### config.mk
export PLATFORM = sky130hd
export DESIGN_NAME = rv_decode_issue
export DESIGN_NICKNAME = d
export VERILOG_FILES = /design/src/rtl/rv_pkg.sv /design/src/rtl/rv_regfile.sv /design/src/rtl/rv_decode_issue.sv
export SDC_FILE = /design/constraint.sdc
export NUM_CORES = 2
export LEC_CHECK = 0
export ABC_CLOCK_PERIOD_IN_PS = 15400
export CAP_MARGIN = 20
export CELL_PAD_IN_SITES_DETAIL_PLACEMENT = 1
export CELL_PAD_IN_SITES_GLOBAL_PLACEMENT = 1
export CORE_ASPECT_RATIO = 1.2
export CORE_MARGIN = 3
export CORE_UTILIZATION = 40
export CTS_BUF_LIST = sky130_fd_sc_hd__clkbuf_8
export CTS_CLUSTER_DIAMETER = 30
export DETAILED_ROUTE_END_ITERATION = 12
export DONT_BUFFER_PORTS = 1
export GPL_TIMING_DRIVEN = 0
export PLACE_DENSITY = 0.62
export SKIP_CTS_REPAIR_TIMING = 1
export SYNTH_ARGS = -nofsm -noshare
export SYNTH_HDL_FRONTEND = slang
export SYNTH_SLANG_ARGS = --single-unit
### constraint.sdc
create_clock -name clk -period 15.4 [get_ports clk]
set_clock_uncertainty 0.1 [all_clocks]
set_input_delay 3.08 -clock clk [delete_from_list [all_inputs] [get_ports clk]]
set_output_delay 3.08 -clock clk [all_outputs]
set_load 0.05 [all_outputs]
### src/rtl/rv_pkg.sv
// Shared decode constants and types for the RV32 decode/issue slice.
// Field positions, R-type encodings and the ALU operation enum.
package rv_pkg;

    localparam logic [6:0] OP_RTYPE = 7'b0110011;
    localparam logic [6:0] F7_BASE  = 7'b0000000;
    localparam logic [6:0] F7_ALT   = 7'b0100000;
    localparam logic [2:0] F3_ADD   = 3'b000;
    localparam logic [2:0] F3_AND   = 3'b111;
    localparam logic [2:0] F3_OR    = 3'b110;
    localparam logic [2:0] F3_XOR   = 3'b100;

    localparam int OPC_LSB = 0;
    localparam int RD_LSB  = 7;
    localparam int F3_LSB  = 12;
    localparam int RS1_LSB = 15;
    localparam int RS2_LSB = 20;
    localparam int F7_LSB  = 25;

    typedef enum logic [2:0] {
        ALU_ADD,
        ALU_SUB,
        ALU_AND,
        ALU_OR,
        ALU_XOR,
        ALU_ILLEGAL
    } alu_op_t;

    function automatic alu_op_t decode_op(input logic [31:0] w);
        logic [9:0] key;
        alu_op_t    op;
        key = {w[F7_LSB +: 7], w[F3_LSB +: 3]};
        op  = ALU_ILLEGAL;
        if (w[OPC_LSB +: 7] == OP_RTYPE) begin
            case (key)
                {F7_BASE, F3_ADD}: op = ALU_ADD;
                {F7_ALT,  F3_ADD}: op = ALU_SUB;
                {F7_BASE, F3_AND}: op = ALU_AND;
                {F7_BASE, F3_OR }: op = ALU_OR;
                {F7_BASE, F3_XOR}: op = ALU_XOR;
                default:           op = ALU_ILLEGAL;
            endcase
        end
        return op;
    endfunction

endpackage

### src/rtl/rv_regfile.sv
// 32-entry 2R1W register file; x0 reads zero and a same-cycle
// write is forwarded to the read ports.
module rv_regfile #(
    parameter int XLEN = 32
) (
    input  logic            clk,
    input  logic            we,
    input  logic [4:0]      waddr,
    input  logic [XLEN-1:0] wdata,
    input  logic [4:0]      raddr1,
    input  logic [4:0]      raddr2,
    output logic [XLEN-1:0] rdata1,
    output logic [XLEN-1:0] rdata2
);

    logic [XLEN-1:0] mem_q [32];
    logic            wr;

    assign wr = we && (waddr != 5'd0);

    // Storage is intentionally unreset: in-flight writebacks survive reset.
    always_ff @(posedge clk) begin
        if (wr) begin
            mem_q[waddr] <= wdata;
        end
    end

    always_comb begin
        rdata1 = mem_q[raddr1];
        if (raddr1 == 5'd0) begin
            rdata1 = '0;
        end else if (wr && (waddr == raddr1)) begin
            rdata1 = wdata;
        end
    end

    always_comb begin
        rdata2 = mem_q[raddr2];
        if (raddr2 == 5'd0) begin
            rdata2 = '0;
        end else if (wr && (waddr == raddr2)) begin
            rdata2 = wdata;
        end
    end

endmodule

### src/rtl/rv_decode_issue.sv
// Decode/issue stage: R-type decode, operand read, busy scoreboard
// and in-flight limit in front of a non-stalling ALU.
module rv_decode_issue
    import rv_pkg::*;
#(
    parameter int XLEN         = 32,
    parameter int INFLIGHT_MAX = 4
) (
    input  logic            clk,
    input  logic            rst_n,
    input  logic            instr_valid,
    input  logic [31:0]     instr,
    output logic            instr_ready,
    input  logic            wb_en,
    input  logic [4:0]      wb_rd,
    input  logic [XLEN-1:0] wb_data,
    output logic            issue_valid,
    output logic [6:0]      OPCODE,
    output logic [6:0]      FUNC7,
    output logic [2:0]      FUNC3,
    output logic [XLEN-1:0] OP1,
    output logic [XLEN-1:0] OP2,
    output logic [4:0]      issue_rd,
    output logic            illegal_instr
);

    localparam logic [3:0] MAX_CNT = 4'(INFLIGHT_MAX);

    logic [4:0]      rd, rs1, rs2;
    logic            legal, hazard, room;
    logic            issue_fire, ill_fire;
    logic [31:0]     wb_mask, busy_live;
    logic [XLEN-1:0] rdata1, rdata2;

    logic [31:0]     busy_q, busy_d;
    logic [3:0]      count_q, count_d;
    logic            valid_q, valid_d;
    logic            illegal_q, illegal_d;
    logic [6:0]      opcode_q, opcode_d;
    logic [6:0]      func7_q, func7_d;
    logic [2:0]      func3_q, func3_d;
    logic [XLEN-1:0] op1_q, op1_d;
    logic [XLEN-1:0] op2_q, op2_d;
    logic [4:0]      rd_q, rd_d;

    assign rd    = instr[RD_LSB +: 5];
    assign rs1   = instr[RS1_LSB +: 5];
    assign rs2   = instr[RS2_LSB +: 5];
    assign legal = decode_op(instr) != ALU_ILLEGAL;

    rv_regfile #(.XLEN(XLEN)) u_rf (
        .clk    (clk),
        .we     (wb_en),
        .waddr  (wb_rd),
        .wdata  (wb_data),
        .raddr1 (rs1),
        .raddr2 (rs2),
        .rdata1 (rdata1),
        .rdata2 (rdata2)
    );

    // Hazards see the scoreboard after this cycle's writeback clear.
    assign wb_mask   = wb_en ? (32'd1 << wb_rd) : 32'd0;
    assign busy_live = busy_q & ~wb_mask;
    assign hazard    = busy_live[rs1] | busy_live[rs2] | busy_live[rd];
    assign room      = (count_q < MAX_CNT) | wb_en;

    assign instr_ready = rst_n & (!legal | (!hazard & room));
    assign issue_fire  = instr_valid & instr_ready & legal;
    assign ill_fire    = instr_valid & instr_ready & !legal;

    always_comb begin
        busy_d    = busy_live;
        count_d   = count_q;
        valid_d   = issue_fire;
        illegal_d = ill_fire;
        opcode_d  = opcode_q;
        func7_d   = func7_q;
        func3_d   = func3_q;
        op1_d     = op1_q;
        op2_d     = op2_q;
        rd_d      = rd_q;
        if (issue_fire && (rd != 5'd0)) begin
            busy_d[rd] = 1'b1;
        end
        if (issue_fire && !wb_en) begin
            count_d = count_q + 4'd1;
        end else if (!issue_fire && wb_en && (count_q != 4'd0)) begin
            count_d = count_q - 4'd1;
        end
        if (issue_fire) begin
            opcode_d = instr[OPC_LSB +: 7];
            func7_d  = instr[F7_LSB +: 7];
            func3_d  = instr[F3_LSB +: 3];
            op1_d    = rdata1;
            op2_d    = rdata2;
            rd_d     = rd;
        end
    end

    always_ff @(posedge clk or negedge rst_n) begin
        if (!rst_n) begin
            busy_q    <= '0;
            count_q   <= '0;
            valid_q   <= 1'b0;
            illegal_q <= 1'b0;
            opcode_q  <= '0;
            func7_q   <= '0;
            func3_q   <= '0;
            op1_q     <= '0;
            op2_q     <= '0;
            rd_q      <= '0;
        end else begin
            busy_q    <= busy_d;
            count_q   <= count_d;
            valid_q   <= valid_d;
            illegal_q <= illegal_d;
            opcode_q  <= opcode_d;
            func7_q   <= func7_d;
            func3_q   <= func3_d;
            op1_q     <= op1_d;
            op2_q     <= op2_d;
            rd_q      <= rd_d;
        end
    end

    assign issue_valid   = valid_q;
    assign illegal_instr = illegal_q;
    assign OPCODE        = opcode_q;
    assign FUNC7         = func7_q;
    assign FUNC3         = func3_q;
    assign OP1           = op1_q;
    assign OP2           = op2_q;
    assign issue_rd      = rd_q;

endmodule

Word-level counts from Yosys, hierarchy flattened
Memory sizes are Yosys's and may differ from the RTL's.
Cells that the tools add are included.
{"block": "totals", "regBits": 124, "mem_bits_rw": 1024, "output_inout_bits": 89, "n_memories": 1}
{"name": "u_rf.mem_q", "depth": 32, "word_bits": 32, "read_ports": 2, "rd_ports_with_merged_regs": 0, "write_ports": 1, "line": "rv_regfile.sv:16", "text": "logic [XLEN-1:0] mem_q [32];"}
{"block": "classes", "add_sub_neg": 2, "order_cmp": 5, "eq_ne": 8, "shifts": 1, "mux": 20, "bitwise_logic": 12, "n_reduce_logical": 19}
{"operator": "$mux W32", "count": 6}
{"operator": "$and A32 B32 Y32", "count": 1}
{"operator": "$not A32 Y32", "count": 1}
{"operator": "$or A32 B32 Y32", "count": 1}
{"operator": "$shl A1 B5 Y32 const A", "count": 1}
{"operator": "$eq A10 B3 Y1 const B", "count": 3}
{"operator": "$lt A5 B6 Y1 const B", "count": 3}
{"operator": "$bmux W1 S5", "count": 3}
{"operator": "$pmux W3 S5", "count": 1}
{"operator": "$eq A10 B9 Y1 const B", "count": 1}
{"operator": "$eq A5 B5 Y1", "count": 2}
{"operator": "$logic_not A10 Y1", "count": 1}
{"operator": "$logic_not A5 Y1", "count": 2}
{"operator": "$reduce_bool A5 Y1", "count": 2}
{"operator": "$logic_and A1 B1 Y1", "count": 8}
{"operator": "$mux W4", "count": 2}
{"operator": "$eq A7 B6 Y1 const B", "count": 1}
{"operator": "$mux W1", "count": 6}
{"operator": "$and A1 B1 Y1", "count": 5}
{"operator": "$demux W1 S5", "count": 1}
{"operator": "$ge A5 B1 Y1 const B", "count": 1}
{"operator": "$add A4 B1 Y4 const B", "count": 1}
{"operator": "$logic_not A1 Y1", "count": 4}
{"operator": "$lt A4 B3 Y1 const B", "count": 1}
{"operator": "other kinds (6)", "count": 9}

Depth between registers and ports, before layout
{"block": "depth", "word_depth": 19, "ltp_mapped": 18, "depth_no_buf": 13}

Hierarchy
A second synthesis with hierarchy kept.
{"block": "hier_totals", "cells_unflattened": 3175, "hier_area_um2": 54496.0}
{"module": "rv_regfile", "n_inst": 1, "cells_per_inst": 2598, "area_each_um2": 48067.4}
{"module": "rv_decode_issue", "n_inst": 1, "cells_per_inst": 577, "area_each_um2": 6428.7}

Worst setup path before layout
Ideal clock, no wire load.
{"block": "synth_path", "path_kind": "input port to output port", "startpoint": "input port wb_rd[4]", "endpoint": "output port instr_ready", "arrival_time_ps": 7262, "required_ps": 12220, "setup_slack_ps": 4958, "path_stages": 11, "n_path_buf": 3, "cell_sequence": "buf_2 nand2_1 clkbuf_1 clkbuf_1 nor2_1 o221a_2 o211ai_1 and4_1 nor2_1 nand2_1 a21boi_0"}
{"block": "synth_between", "elab_chain_cells": 12, "elab_cells_between_ends": 16}
{"item": "from (decl)", "line": "rv_decode_issue.sv:15", "text": "input logic [4:0] wb_rd,"}
{"item": "$shl A1 B5 Y32 (*)", "line": "rv_decode_issue.sv:63", "text": "assign wb_mask = wb_en ? (32'd1 << wb_rd) : 32'd0;"}
{"item": "$mux W32 (*)", "line": "rv_decode_issue.sv:63"}
{"item": "$not A32 Y32 (*)", "line": "rv_decode_issue.sv:64", "text": "assign busy_live = busy_q & ~wb_mask;"}
{"item": "$and A32 B32 Y32 (*)", "line": "rv_decode_issue.sv:64"}
{"item": "$bmux W1 S5", "line": "rv_decode_issue.sv:65", "text": "assign hazard = busy_live[rs1] | busy_live[rs2] | busy_live[rd];"}
{"item": "$mux W1 (not written as such)", "line": "rv_decode_issue.sv:65"}
{"item": "$or A1 B1 Y1", "line": "rv_decode_issue.sv:65"}
{"item": "$or A1 B1 Y1 (*)", "line": "rv_decode_issue.sv:65"}
{"item": "$logic_not A1 Y1 (*)", "line": "rv_decode_issue.sv:68", "text": "assign instr_ready = rst_n & (!legal | (!hazard & room));"}
{"item": "$and A1 B1 Y1 (*)", "line": "rv_decode_issue.sv:68"}
{"item": "$or A1 B1 Y1 (*)", "line": "rv_decode_issue.sv:68"}
{"item": "$and A1 B1 Y1 (*)", "line": "rv_decode_issue.sv:68"}
{"item": "to (decl)", "line": "rv_decode_issue.sv:13", "text": "output logic instr_ready,"}
Every way passes the cells marked *; elsewhere a longest branch is shown, timed or not. The select of a mux whose other input is x is not followed.

Worst setup path in the final report
{"block": "layout_path", "startpoint": "input port instr[15]", "endpoint": "output port instr_ready"}
{"block": "layout_between", "elab_chain_cells": 8}
{"item": "from (decl)", "line": "rv_decode_issue.sv:12", "text": "input logic [31:0] instr,"}
{"item": "$bmux W1 S5", "line": "rv_decode_issue.sv:65"}
{"item": "$mux W1 (not written as such)", "line": "rv_decode_issue.sv:65"}
{"item": "$or A1 B1 Y1 (2 in a row)", "line": "rv_decode_issue.sv:65"}
{"item": "$logic_not A1 Y1", "line": "rv_decode_issue.sv:68"}
{"item": "$and A1 B1 Y1", "line": "rv_decode_issue.sv:68"}
{"item": "$or A1 B1 Y1", "line": "rv_decode_issue.sv:68"}
{"item": "$and A1 B1 Y1", "line": "rv_decode_issue.sv:68"}
Every way passes these cells. The select of a mux whose other input is x is not followed.

==> metrics.md <==
| Metric | Value |
|---|---|
| Clock latency on the worst-skew pair | `0.98 ns` |
| WL/cell | `43.7 um` |
| Sequential-to-total area share from yosys stat | `62.9%` |
| Dpl hpwl | `about 160 mm` |
| Max Root-Sink Buffers | `3` |
| Total power | `7750 uW` |
| DR vias | `35574` |
| Critical Path Max Stage Delay | `0.86 ns` |
| H-tree depth | `4` |
| Leak | `0.0218 uW` |
| Final Hold Viols | `0` |
| Starting density of the core | `40.5%` |
| Root buffer cell | `clkbuf_8` |
| Synth area leader | `edfxtp_1` |
| Drt total wl | `228 mm` |
| Max Clock Freq | `~0.097 GHz` |
| # port buffers | `0` |
| Crit-path cells | `clkbuf_1 > clkbuf_1 > buf_2 > o221a_2 > o211ai_1 > and4_1 > nor2_1 > nand2_1 > a21boi_1` |
| Most common cell on crit path | `clkbuf_1` |
| Critical Path End | `instr_ready` |
| # DRC | `0` |
| Worst Path Required | `12.22 ns` |
| Worst-margin pin slew | `1.30 ns` |
| CP Class | `in -> out` |
| Core Util, Final | `48.5%` |
| Synthesized area per cell | `19.0 um^2` |
| CTS sink cnt | `between 1000 and 1500` |
| Yosys reg bits | `1148` |
| Total core area | `133000 um^2` |
| R2r setup slk | `11.07 ns` |
| Initial DRC Count | `5291` |
| Reg-to-reg endpoint | `count_q[3]` |
| Register-to-Register Path Depth | `15` |
| Critical Path Stages | `9` |
| Clock slew at reported path FFs | `roughly 0.050 ns` |
| TNS Setup | `0 ns` |
| Most frequent cell after synthesis | `edfxtp_1` |
| Worst setup path start | `instr[15]` |
| Post-synthesis cell type count | `just under 80` |
| Slowest CP cell | `clkbuf_1` |
| VDD IR max | `~0.0001 V` |
| First-pass GRT wire length | `between 300 and 400 mm` |
| CP arrival | `7.13 ns` |
| Total CTS buffers | `232` |
| Relative slew margins | `13.7%` |
| Chip Height | `408 um` |
| GR Overflow Total | `0` |
| Final Wtd Congestion | `between 0.8 and 0.9` |
| Final Max Slew Viols | `0` |
| Area growth syn-to-layout | `19.7%` |
| Crit path buffers/inverters | `3` |
| Synth top area share | `57.1%` |
| Vias in the first global route | `36832` |
| Setup crit end kind | `output pin` |
| Main synth FF type | `edfxtp_1` |
| Clock period minus final worst setup slack | `10.31 ns` |
| Hold Crit Class | `reg -> reg` |
| Rows | `146` |
| ANT nets after route | `0` |
| Cell Pwr Density | `120 nW/um^2` |
| Syn. warnings | `0` |
| Worst r2r src | `busy_q[18]` |
| Critical Path Source Type | `input port` |
| Setup violations, final | `0` |
| Antenna violations before repair | `13` |
| Total I/O pin count | `162` |
| Final nets | `3319` |
| Drt pass-1 iters | `5` |
| Share of cells above drive strength 1 | `35.7%` |
| CTS tree | `done` |
| Syn Inst Count | `between 2000 and 3000` |
| Post-synthesis cell area | `53800 um^2` |
| Outcome | `finished clean` |
| Tcrit/Tclk final | `~67%` |
| RSZ-0062 raised after global routing | `no` |
| Ys async rst share | `between 10% and 20%` |
| Max FO, Critical Path | `10` |
| Vias per cell | `6.81` |
| Post-synth EDFFs | `just over 1000` |
| Hold depth | `2` |
| Die Span X | `341 um` |
| Family with the most delay on the worst path | `buffers and inverters` |
| Commonest cells in the synthesized netlist | `edfxtp_1, mux4_2, mux2i_1, clkbuf_1, dfrtp_1` |
| Max_cap viols | `0` |
| Pin count of the biggest net entering global routing | `129` |
| Synth area leaders | `edfxtp_1, mux4_2, dfrtp_1` |
| Final hold slack | `0.446 ns` |
| Die Footprint | `139000 um^2` |
| Aggregate global-route resource usage | `32.6%` |
[cells in the final DEF (no fill, tap or decap), drive strengths merged, types with 4 or more instances in the layout]
cell type	Yosys	layout
a211oi	41	41
a21o	8	8
a21oi	33	33
a221oi	40	40
a22oi	25	25
a32oi	16	16
and2	9	9
buf	94	238
bufinv	0	33
clkbuf	145	403
clkinv	2	83
clkinvlp	0	20
conb	1	32
dfrtp	124	124
diode	0	5
edfxtp	1024	1024
inv	10	55
mux2	75	75
mux2i	155	155
mux4	563	563
nand2	72	72
nand2b	10	10
nand3	54	54
nand3b	6	6
nand4	4	4
nand4b	4	4
nor2	96	96
nor3	11	11
nor3b	4	4
nor4	17	17
o2111ai	16	16
o211ai	8	8
o21ai	82	82
o22ai	4	4
o311ai	4	4
or2	10	10
or3	5	5
xnor2	6	6
xor2	7	7
[how the worst min path moves through the flow]
stage                   start        end  slack, ns
floorplan           busy_q[0]  busy_q[0]       0.36
global placement    busy_q[0]  busy_q[0]       0.40
detailed placement  busy_q[0]  busy_q[0]       0.43
CTS                 busy_q[0]  busy_q[0]       0.44
global route        busy_q[0]  busy_q[0]       0.47
finish              busy_q[0]  busy_q[0]       0.45
[through the flow]
stage | setup WS (ns) | std cells | cell area (um^2)
floorplan | 4.96 | 2865 | 54000
global placement | 0.422 | 4641 | 56200
detailed placement | 4.97 | 4776 | 59000
CTS | 4.95 | 5213 | 64300
global route | 5.10 | 5223 | 64400
finish | 5.09 | 5227 | 64500
[layer usage]
layer	vias to the layer above	GRT usage, %	wire length [um]	share of wire [%]
met1	19120	40.0	79500	35
met4	8	19.0	15400	6.8
met2	2722	52.1	109000	48
met3	709	8.56	24200	11
met5	-	0	53	0.023
li1	13015	-	-	-
[flip-flops by register name (all words and copies together), names as in the netlist]
register and count:
OPCODE 7, issue_valid 1, count_q 4, OP2 32, issue_rd 5, u_rf.mem_q 1024, FUNC3 3, busy_q 32
illegal_instr 1, FUNC7 7, OP1 32
[kinds of logic (layout without fill, tap and decap cells)]
| logic type | after synthesis | after routing | share of synthesized area (%) |
|---|---|---|---|
| AND/OR/NAND/NOR | 323 | 323 | 2.99 |
| other | 1 | 37 | 0.00696 |
| XOR/XNOR | 13 | 13 | 0.211 |
| buffers and inverters | 251 | 832 | 1.91 |
| flip-flops | 1148 | 1148 | 62.9 |
| AO/OA/AOI/OAI | 302 | 302 | 3.93 |
| multiplexers | 793 | 793 | 28.0 |
| adder cells (fa/ha/maj) | 3 | 3 | 0.0837 |
[tightest hold or removal path, delay by kind of cell (launching register included)]
family | cells | cell delay (ns)
AOI/OAI and AO/OA | 1 | 0.10
buffers and inverters | 1 | 0.07
DFF | 1 | 0.34
[final cells by class]
| type | instances | area [um^2] |
|---|---|---|
| repair buffers | 144 | 2650 |
| fillers | 12276 | 68400 |
| inverters | 12 | 45.0 |
| diodes | 5 | 12.5 |
| clock buffers | 258 | 3550 |
| clock inverters | 179 | 1770 |
| flip-flops and latches | 1148 | 33900 |
| plain buffers | 239 | 1020 |
| well taps | 1776 | 2220 |
| multi-input cells | 1466 | 19300 |
[power breakdown]
group,internal (uW),total [uW],switching (uW)
Combinational,283,689,405
Clock,2110,3590,1480
Sequential,3440,3470,26.5
Total,5840,7750,1920
No activity file was read; power rests on OpenSTA's default activity.
